===== src/rtl/mempool_remote_link_arbiter.sv =====
// Remote link arbiter for the group egress port.
// Several tile-side remote requesters share one inter-group link.
// Requesters are picked round-robin, and a stalled grant is held until it completes.
// An ID FIFO sends in-order link responses back to the requester that issued
// each request, and it caps the number of requests in flight.

// Protocol checker. It is instantiated by the arbiter and watches its internal state.
module mempool_remote_link_arbiter_checker (
  input logic clk_i,
  input logic rst_ni,
  input logic lock_q_i,
  input logic lock_req_valid_i,
  input logic link_resp_valid_i,
  input logic fifo_empty_i
);

  // A locked requester must keep its valid asserted until the handshake completes.
  a_lock_hold_valid: assert property (@(posedge clk_i) disable iff (!rst_ni)
    lock_q_i |-> lock_req_valid_i);

  // The link must not return a response when nothing is outstanding.
  a_no_orphan_resp: assert property (@(posedge clk_i) disable iff (!rst_ni)
    link_resp_valid_i |-> !fifo_empty_i);

endmodule

module mempool_remote_link_arbiter #(
  parameter int unsigned NumIn          = 4,
  parameter int unsigned MaxOutstanding = 8,
  // In the cluster these become tcdm_slave_req_t / tcdm_master_resp_t.
  parameter type         req_t          = logic [31:0],
  parameter type         resp_t         = logic [31:0],
  localparam int unsigned IdxW          = (NumIn > 1) ? $clog2(NumIn) : 1,
  localparam int unsigned PtrW          = $clog2(MaxOutstanding),
  localparam int unsigned CntW          = PtrW + 1
) (
  input  logic             clk_i,
  input  logic             rst_ni,
  input  req_t             req_i [NumIn],
  input  logic [NumIn-1:0] req_valid_i,
  output logic [NumIn-1:0] req_ready_o,
  output resp_t            resp_o,
  output logic [NumIn-1:0] resp_valid_o,
  input  logic [NumIn-1:0] resp_ready_i,
  output req_t             link_req_o,
  output logic             link_req_valid_o,
  input  logic             link_req_ready_i,
  input  resp_t            link_resp_i,
  input  logic             link_resp_valid_i,
  output logic             link_resp_ready_o,
  output logic [CntW-1:0]  outstanding_o,
  output logic             busy_o
);

  // Padding to a power of two lets an index select a bit without going out of range.
  localparam int unsigned NumPad = 1 << IdxW;

  typedef logic [IdxW-1:0] idx_t;
  typedef logic [PtrW-1:0] ptr_t;
  typedef logic [CntW-1:0] cnt_t;

  idx_t rr_q, rr_d;
  logic lock_q, lock_d;
  idx_t lock_idx_q, lock_idx_d;
  idx_t fifo_q [MaxOutstanding];
  ptr_t wr_ptr_q, rd_ptr_q;
  cnt_t cnt_q, cnt_d;

  logic [NumPad-1:0] valid_pad_s;
  logic [NumPad-1:0] ready_pad_s;
  idx_t              sel_idx_s;
  logic              sel_valid_s;
  logic              full_s;
  logic              empty_s;
  logic              push_s;
  logic              pop_s;
  idx_t              head_s;

  // Widen the requester valid and response-ready vectors to the padded width.
  always_comb begin
    valid_pad_s              = {NumPad{1'b0}};
    ready_pad_s              = {NumPad{1'b0}};
    valid_pad_s[NumIn-1:0]   = req_valid_i;
    ready_pad_s[NumIn-1:0]   = resp_ready_i;
  end

  // Choose the requester: the locked one, or else the first valid one from rr_q with wrap-around.
  always_comb begin
    int unsigned cand;
    cand      = 0;
    sel_idx_s = rr_q;
    if (lock_q) begin
      sel_idx_s = lock_idx_q;
    end else begin
      // Walk the offsets from highest to lowest, so the closest valid requester wins.
      for (int unsigned k = NumIn; k > 0; k--) begin
        cand = 32'(rr_q) + (k - 1);
        if (cand >= NumIn) begin
          cand = cand - NumIn;
        end else begin
          cand = cand;
        end
        if (valid_pad_s[idx_t'(cand)]) begin
          sel_idx_s = idx_t'(cand);
        end else begin
          sel_idx_s = sel_idx_s;
        end
      end
    end
    sel_valid_s = valid_pad_s[sel_idx_s];
  end

  // Request path: forward the selected payload and steer the link ready back to it.
  always_comb begin
    full_s           = (cnt_q == cnt_t'(MaxOutstanding));
    link_req_valid_o = sel_valid_s && !full_s;
    link_req_o       = req_i[0];
    req_ready_o      = {NumIn{1'b0}};
    for (int unsigned k = 0; k < NumIn; k++) begin
      if (idx_t'(k) == sel_idx_s) begin
        link_req_o     = req_i[k];
        req_ready_o[k] = link_req_valid_o && link_req_ready_i;
      end else begin
        req_ready_o[k] = 1'b0;
      end
    end
    push_s = link_req_valid_o && link_req_ready_i;
  end

  // Response path: the FIFO head selects which requester sees the link response.
  always_comb begin
    empty_s           = (cnt_q == cnt_t'(0));
    head_s            = fifo_q[rd_ptr_q];
    resp_o            = link_resp_i;
    resp_valid_o      = {NumIn{1'b0}};
    link_resp_ready_o = 1'b0;
    if (!empty_s) begin
      link_resp_ready_o = ready_pad_s[head_s];
      for (int unsigned k = 0; k < NumIn; k++) begin
        resp_valid_o[k] = link_resp_valid_i && (head_s == idx_t'(k));
      end
    end else begin
      link_resp_ready_o = 1'b0;
    end
    pop_s = link_resp_valid_i && link_resp_ready_o;
  end

  // Next-state logic for the round-robin pointer, the grant lock and the occupancy count.
  always_comb begin
    rr_d       = rr_q;
    lock_d     = lock_q;
    lock_idx_d = lock_idx_q;
    cnt_d      = cnt_q;
    if (push_s) begin
      lock_d = 1'b0;
      if (sel_idx_s == idx_t'(NumIn - 1)) begin
        rr_d = idx_t'(0);
      end else begin
        rr_d = sel_idx_s + idx_t'(1);
      end
    end else if (link_req_valid_o) begin
      lock_d     = 1'b1;
      lock_idx_d = sel_idx_s;
    end else begin
      lock_d = lock_q;
    end
    case ({push_s, pop_s})
      2'b10:   cnt_d = cnt_q + cnt_t'(1);
      2'b01:   cnt_d = cnt_q - cnt_t'(1);
      default: cnt_d = cnt_q;
    endcase
  end

  // State registers and ID FIFO storage.
  always_ff @(posedge clk_i or negedge rst_ni) begin
    if (!rst_ni) begin
      rr_q       <= idx_t'(0);
      lock_q     <= 1'b0;
      lock_idx_q <= idx_t'(0);
      wr_ptr_q   <= ptr_t'(0);
      rd_ptr_q   <= ptr_t'(0);
      cnt_q      <= cnt_t'(0);
      for (int unsigned i = 0; i < MaxOutstanding; i++) begin
        fifo_q[i] <= idx_t'(0);
      end
    end else begin
      rr_q       <= rr_d;
      lock_q     <= lock_d;
      lock_idx_q <= lock_idx_d;
      cnt_q      <= cnt_d;
      if (push_s) begin
        fifo_q[wr_ptr_q] <= sel_idx_s;
        wr_ptr_q         <= wr_ptr_q + ptr_t'(1);
      end
      if (pop_s) begin
        rd_ptr_q <= rd_ptr_q + ptr_t'(1);
      end
    end
  end

  assign outstanding_o = cnt_q;
  assign busy_o        = (cnt_q != cnt_t'(0)) || link_req_valid_o;

  mempool_remote_link_arbiter_checker u_checker (
    .clk_i            (clk_i),
    .rst_ni           (rst_ni),
    .lock_q_i         (lock_q),
    .lock_req_valid_i (valid_pad_s[lock_idx_q]),
    .link_resp_valid_i(link_resp_valid_i),
    .fifo_empty_i     (empty_s)
  );

endmodule

===== config.mk =====
export PLATFORM = sky130hd
export DESIGN_NAME = mempool_remote_link_arbiter
export DESIGN_NICKNAME = d
export VERILOG_FILES = /design/src/rtl/mempool_remote_link_arbiter.sv
export SDC_FILE = /design/constraint.sdc
export NUM_CORES = 1
export LEC_CHECK = 0
export CAP_MARGIN = 20
export CORE_AREA = 2 2 97 99
export CTS_CLUSTER_DIAMETER = 200
export DETAILED_ROUTE_END_ITERATION = 8
export DIE_AREA = 0 0 99 101
export PLACE_DENSITY_LB_ADDON = 0.12
export SLEW_MARGIN = 20
export SYNTH_ARGS = -nofsm -noshare
export SYNTH_HDL_FRONTEND = slang
export SYNTH_SLANG_ARGS = --single-unit

===== constraint.sdc =====
create_clock -name clk_i -period 10.8 [get_ports clk_i]
set_input_delay 3.24 -clock clk_i [delete_from_list [all_inputs] [get_ports clk_i]]
set_output_delay 3.24 -clock clk_i [all_outputs]
set_load 0.02 [all_outputs]

# == Word-level counts from Yosys, hierarchy flattened ==
# Index checks and enable logic that the tools add are counted.
# W data, S select, Z words.
# word_totals
reg_bits,31
wordCells,113
inputBits,172
out_inout_bits,79
# classes
reduce_logical,17
addsub,12
mux,44
magnitude_cmp,13
bitwise_logic,3
eq_ne,10
# op_table
operator,n
$mux W32,3
$mux W2,17
$lt A2 B3 Y1 const B,6
$bwmux W16,1
$mux W1,13
$bmux W1 S2,6
$ge A3 B3 Y1 const B,3
$eq A2 B2 Y1 const B,4
$ge A4 B4 Y1 const B,2
$logic_and A1 B1 Y1,8
$not A3 Y4,2
$pmux W4 S2,1
$sub A2 B1 Y2 const B,4
$add A2 B2 Y3 const B,2
$add A3 B1 Y3 const B,2
$bmux W2 S3,1
$demux W2 S3,1
$add A4 B1 Y4 const B,1
$eq A2 B1 Y1 const B,2
$eq A2 B2 Y1 const A,2
$eq A4 B4 Y1 const B,1
$logic_not A2 Y1,2
$logic_not A4 Y1,1
$lt A4 B1 Y1 const B,1
12 further kinds,13

# == Depth between registers and ports, before layout ==
# Gate-level depths: netlist (run 1).
# logic_depth
ltp_word,17
ltp_mapped,14
mapped_depth_nobuf,13

# == Worst setup path after synthesis (run 1) ==
# OpenSTA, ideal clock, no wires.
# synth_timing
path_type,in2out
from,in req_valid_i[1]
to,out link_req_o[0] (netlist bit)
slack_ns,1.863
t_arrival_ns,5.697
path_buffers,3
required_time_ns,7.560
path_stages,12
path_cell_list,o21ai_0 a211oi_1 o31ai_2 inv_1 clkbuf_1 ha_1 clkbuf_1 clkbuf_1 mux2i_1 nor2_1 a21oi_1 o21ai_0
# synth_rtl
element,line_no,text
start: declaration,40,"input logic [NumIn-1:0] req_valid_i,"
end: declaration,45,"output req_t link_req_o,"

==> results of run 1 <==
==> cell usage after synthesis (2+ instances only) <==
library cell	n
mux2i_1	37
o21a_1	2
clkbuf_1	23
or3_1	3
a211oi_1	3
a31oi_1	2
nand3_1	5
mux2_2	6
a21oi_1	38
xnor2_1	4
nor3_1	4
o31ai_1	9
ha_1	9
inv_1	12
a41oi_1	4
buf_4	32
o31ai_2	9
or2_2	3
nand2_1	42
buf_6	2
mux4_2	2
xor2_1	4
and3_1	5
buf_2	5
and2_1	3
o21ai_0	52
nor2b_1	5
dfrtp_1	31
nor2_1	39
nand2b_1	5
==> stage by stage <==
step / utilization [%] / power, µW
3_5_place_dp: 55.9 / 1560
2_1_floorplan: - / 1090
3_3_place_gp: 55.9 / 1550
6_report: 57.2 / 1680
5_1_grt: 57.2 / 1820
4_1_cts: 57.2 / 1690
==> report_power, final <==
part / leakage (µW) / total, µW / internal [µW] / switching [µW]
clock: 0.0000612 / 120 / 74.6 / 45.4
sequential: 0.000352 / 247 / 172 / 75.4
combinational: 0.00159 / 1320 / 592 / 724
==> worst max path at each step <==
| stage | endpoint |
|---|---|
| CTS | link_req_o[21] |
| global placement | link_req_o[29] |
| finish | link_req_o[21] |
| global route | link_req_o[21] |
| detailed placement | link_req_o[21] |
| floorplan | link_req_o[0] |
==> state kept, by name (all words and copies together), names as in the netlist <==
signal and flops:
wr_ptr_q 3, lock_q 1, lock_idx_q 2, rd_ptr_q 3
rr_q 2, outstanding_o 4, fifo_q 16
==> layer usage <==
metal,track usage [%],part of all wire (%),up-vias,routed length [µm]
met3,7.98,9.2,10,1180
met2,41.7,48,173,6180
met4,4.00,1.1,0,136
li1,-,-,1756,-
met1,32.9,41,1704,5300
met5,0,0,-,0
==> critical path: stages <==
cell,delay (ns)
clkdlybuf4s50_1,0.56
o21ai_0,0.11
a211oi_1,0.29
o31ai_2,0.16
inv_1,0.32
ha_2,0.58
buf_4,0.32
mux2i_1,0.10
nor2_1,0.10
a21oi_1,0.04
o21ai_0,0.24
clkdlybuf4s50_1,0.66
==> cell type report <==
type / instances / area, µm² / share of cell area, %
clock inverters: 2 / 35.0 / 0.682
clock buffers: 6 / 82.6 / 1.61
inverters: 13 / 48.8 / 0.950
well taps: 111 / 139 / 2.70
repair buffers: 193 / 1910 / 37.3
flip-flops and latches: 31 / 776 / 15.1
multi-input cells: 320 / 2140 / 41.7
==> kinds of logic (layout without fill, tap and decap cells) <==
group           count (synthesis)  in the layout  share of synthesized area, %
compound gates                134            134                          26.0
xor+xnor                        8              8                          2.10
fa+ha+maj                      10             10                          3.97
buf+inv                        76            214                          12.8
flops                          31             31                          23.2
mux                            47             47                          15.2
simple gates                  121            121                          16.7
==> metrics.txt, run 1 <==
Max clock buf depth=2; clk_skew=0.00455 ns; post-synthesis sequential area ratio=23.2%; top-area cell type share of the netlist area=23.2%; CP Launch Type=input pin; Hold Path Class=reg2reg; vias after detailed routing=3643; most frequent cells in the layout=clkdlybuf4s50_1 (186), o21ai_0 (52), nand2_1 (42); Worst Tran Pin Value=0.716 ns; Core Area=8980 µm²; Final Hold Viols=0; worst setup path startpoint=req_valid_i[1]; Detailed Place HPWL=10500 µm; CTS tree=built; layout cells sized above 1=7.96%; Clock Sink Count=31; P_leak=0.00200 µW; Die Ht=101 µm; placed cells=668; Mapped Cells=427; Achievable Freq=100 MHz; Post-synth EDFFs=0; most common cell after layout, fill and taps aside=clkdlybuf4s50_1; H-tree depth=2; design area=5140 µm²; hold endpoint=fifo_q[10]; Post-Route WL=12800 µm; IO buf count=186; area post-placement=5020 µm²; I/O Pins=251; Die ar.=10000 µm²; initial cell density of the core=37.2%; nets=746; largest net degree at the start of global routing=52; RSZ-0062 raised after global routing=false; number of max-cap violations=0; post-synth top area cell=dfrtp_1; Die W=99 µm; hold slack=0.508 ns; TNS Setup=0 ns; ANT cells=0; gpl congestion=0.896; CTS Root Cell=clkbuf_8; CP required=7.56 ns; Place WS=0.870 ns; r2r endpoint=outstanding_o[3]; reg-to-reg startpoint=rr_q[1]; hold depth=2; PwrDens=328 nW/µm²; Slew HR=51.6%; std cell rows=35; ys flop type=dfrtp_1; GRT Util Overall=25.2%; Netlist cell types=57; Worst setup EP type=output pin; Synthesized Nets=609; TritonCTS Buffers=5; reg2reg path depth=13; Peak supply drop=0.186 mV; Worst-Skew Late Latency=0.28 ns; clock slew at reported path FFs=0.07 ns; first-pass GRT wire length=19700 µm; drt drc=0; Post-synth ARST share=100%; crit path kind=in2out; Avg Cell Area, Syn=7.82 µm²; final critical-path required period=9.97 ns; reg2reg setup slack=7.10 ns; Synth Warn #=0; Slew Limit Fails=0; gr ovfl total=0; post-CTS setup buffers=0; status=complete, no violations; hold_sp=fifo_q[10]; Final Cycle Share=92.3%; final setup margin=0.834 ns; synth-to-layout area growth=53.9%; Via density=5.39; leading post-synthesis cells by cell area=dfrtp_1 (23%), mux2i_1 (11%), o21ai_0 (7.8%), buf_4 (7.2%), a21oi_1 (5.7%); fillers=854; Pre-antenna DRT Iters=5; crit-path max FO=15; Iter 0 DRT Violations=160; hold_buf cts=0; vias in the first global route=3472; post-synth design cell area=3340 µm²; Wirelength per Cell=18.9 µm; post-CTS resize count=0; initial antenna violation count=0; Seq cells post-synth=31; final setup violation count=0; Worst EP arrival=6.73 ns; Post-Layout Cell Count=676; antenna viol nets, final=0
Power figures use the tool's default switching activity.
==> run 2, diff against run 1 <==
RECOVER_POWER = 50   (was default)
SKIP_LAST_GASP = 1   (was default)
==> run 2 against run 1 <==
The run now ends with capacitance limit, slew limit left. Hold slack got worse by 0.0039 ns. Fmax shrank 2.5%. Clock skew fell by 0.0016 ns. Cell area decreased by 0.41%. Sequential power is essentially flat. Sequential share of layout area is 0.063 points higher. Routed wire length grew 0.87%. Die area unchanged. Global-route usage did not move. Setup slack worse by 0.25 ns. Sequential cell count unchanged.
==> metrics.txt, run 2 (synthesis results as in run 1) <==
status=finished with violations; failing checks=capacitance limit, slew limit; fillers=861 (+0.82%); RSZ-0062 raised after global routing=false; final setup violation count=0 (unchanged); Pre-antenna DRT Iters=5 (unchanged); area post-placement=5020 µm² (unchanged); GRT Util Overall=25.2% (unchanged); Core Area=8980 µm² (unchanged); gpl congestion=0.896 (unchanged); crit path kind=in2out; final setup margin=0.582 ns (-0.252 ns); Post-Route WL=12900 µm (+0.87%); final critical-path required period=10.22 ns (+0.252 ns); clock slew at reported path FFs=0.07 ns (about the same); Worst setup EP type=output pin; Die W=99 µm (unchanged); P_leak=0.00199 µW (-0.45%); Clock Sink Count=31 (unchanged); Achievable Freq=97.9 MHz (-2.5%); Iter 0 DRT Violations=170 (+6.3%); max reg flops=16 (unchanged); CP Launch Type=input pin; gr ovfl total=0 (unchanged); initial antenna violation count=0 (unchanged); Final Cycle Share=94.6% (+2.3 points); layout cells sized above 1=7.08% (-0.88 points); Slew HR=-16.8% (-68 points); most common cell after layout, fill and taps aside=clkdlybuf4s50_1; I/O Pins=251 (unchanged); H-tree depth=2 (unchanged); Detailed Place HPWL=10500 µm (unchanged); placed cells=668 (unchanged); GRT busiest layer=met2; number of max-cap violations=1 (+1); Worst-Skew Late Latency=0.29 ns (about the same); nets=746 (unchanged); Peak supply drop=0.186 mV (-0.11%); Slew Limit Fails=32 (+32); TritonCTS Buffers=5 (unchanged); Hold Path Class=reg2reg; vias in the first global route=3472 (unchanged); post-CTS setup buffers=0 (unchanged); crit-path max FO=13 (-2); IO buf count=186 (unchanged); most frequent cells in the layout=clkdlybuf4s50_1 (179), o21ai_0 (53), nand2_1 (42); ANT cells=0 (unchanged); Die Ht=101 µm (unchanged); post-CTS resize count=0 (unchanged); Wirelength per Cell=19.1 µm (+0.87%); Worst EP arrival=6.98 ns (+0.25 ns); met1 GRT Util=32.9% (unchanged); Via density=5.36 (-0.58%); Top reg by flops=fifo_q; TNS Setup=0 ns (unchanged); Worst Tran Pin Value=1.75 ns (+1.04 ns); CTS tree=built; Place WS=0.870 ns (unchanged); vias after detailed routing=3622 (-0.58%); PwrDens=328 nW/µm² (about the same); drt drc=0 (unchanged); initial cell density of the core=37.2% (unchanged); hold_buf cts=0 (unchanged); global routing met2 resource utilization=41.7% (unchanged); CTS Root Cell=clkbuf_8; design area=5120 µm² (-0.41%); Max clock buf depth=2 (unchanged); antenna viol nets, final=0 (unchanged); Post-Layout Cell Count=676 (unchanged); Die ar.=10000 µm² (unchanged); met3 Use GR=7.98% (unchanged); clk_skew=0.00296 ns (-0.00159 ns); first-pass GRT wire length=19700 µm (unchanged); std cell rows=35 (unchanged); CP required=7.56 ns (about the same); largest net degree at the start of global routing=52 (unchanged); Final Hold Viols=0 (unchanged); synth-to-layout area growth=53.3%
## run 2: cell types whose count changed in the layout (fill, tap and decap cells not counted), sizes merged
cell and delta:
clkdlybuf4s50 -7, clkbuf +1, buf -1, dlygate4sd3 +7
## run 2: per-stage QoR
step,hold WS [ns],power (µW),util (%)
after floorplan,0.471,1090,-
after global placement,0.481,1550,55.9
after detailed placement,0.493,1560,55.9
after CTS,0.509,1690,57.2
after global routing,0.521,1810,57.0
final,0.504,1680,57.0
## run 2: metal layers
layer | up-vias | share of wire, %
li1 | 1754 | -
met1 | 1686 | 41
met2 | 172 | 49
met3 | 10 | 9.1
met4 | 0 | 0.86
met5 | - | 0
## run 2: path summary, 6_finish.rpt
kind,startpoint,to,slack (ns),depth (start not counted)
worst min-delay path,outstanding_o[3],outstanding_o[3],0.50,1
min in group asynchronous,rst_ni,outstanding_o[0],3.95,2
worst max register to register,rr_q[0],outstanding_o[3],6.97,13
worst min register to register,outstanding_o[3],outstanding_o[3],0.50,1
worst max-delay path,req_valid_i[0],link_req_valid_o,0.58,9
max in group asynchronous,rst_ni,fifo_q[0],5.84,2
## run 2: final cells by class
| type | instances | area [µm²] | area share [%] |
|---|---|---|---|
| Clock buffer | 6 | 82.6 | 1.61 |
| Clock inverter | 2 | 35.0 | 0.685 |
| Inverter | 13 | 48.8 | 0.954 |
| Multi-Input combinational cell | 320 | 2130 | 41.5 |
| Sequential cell | 31 | 776 | 15.2 |
| Tap cell | 111 | 139 | 2.71 |
| Timing Repair Buffer | 193 | 1910 | 37.3 |
## run 2: critical path, stage by stage
cell and delay (ns):
dlygate4sd3_1 0.64, nor2b_1 0.18, o21a_1 0.25, o41ai_4 0.43, inv_1 0.37, o211a_1 0.46, or2_0 0.58, nor2_1 0.21
clkdlybuf4s50_1 0.62
## run 2: report_power, final
| group | switching, µW | internal [µW] | total [µW] |
|---|---|---|---|
| Sequential | 76.5 | 172 | 248 |
| Combinational | 721 | 586 | 1310 |
| Clock | 45.8 | 74.6 | 120 |
==> run 3, diff against run 2 <==
CTS_CLUSTER_DIAMETER = default   (was 200)
==> results of run 3 <==
Final layout, timing and power as in run 2 (identical DEF).
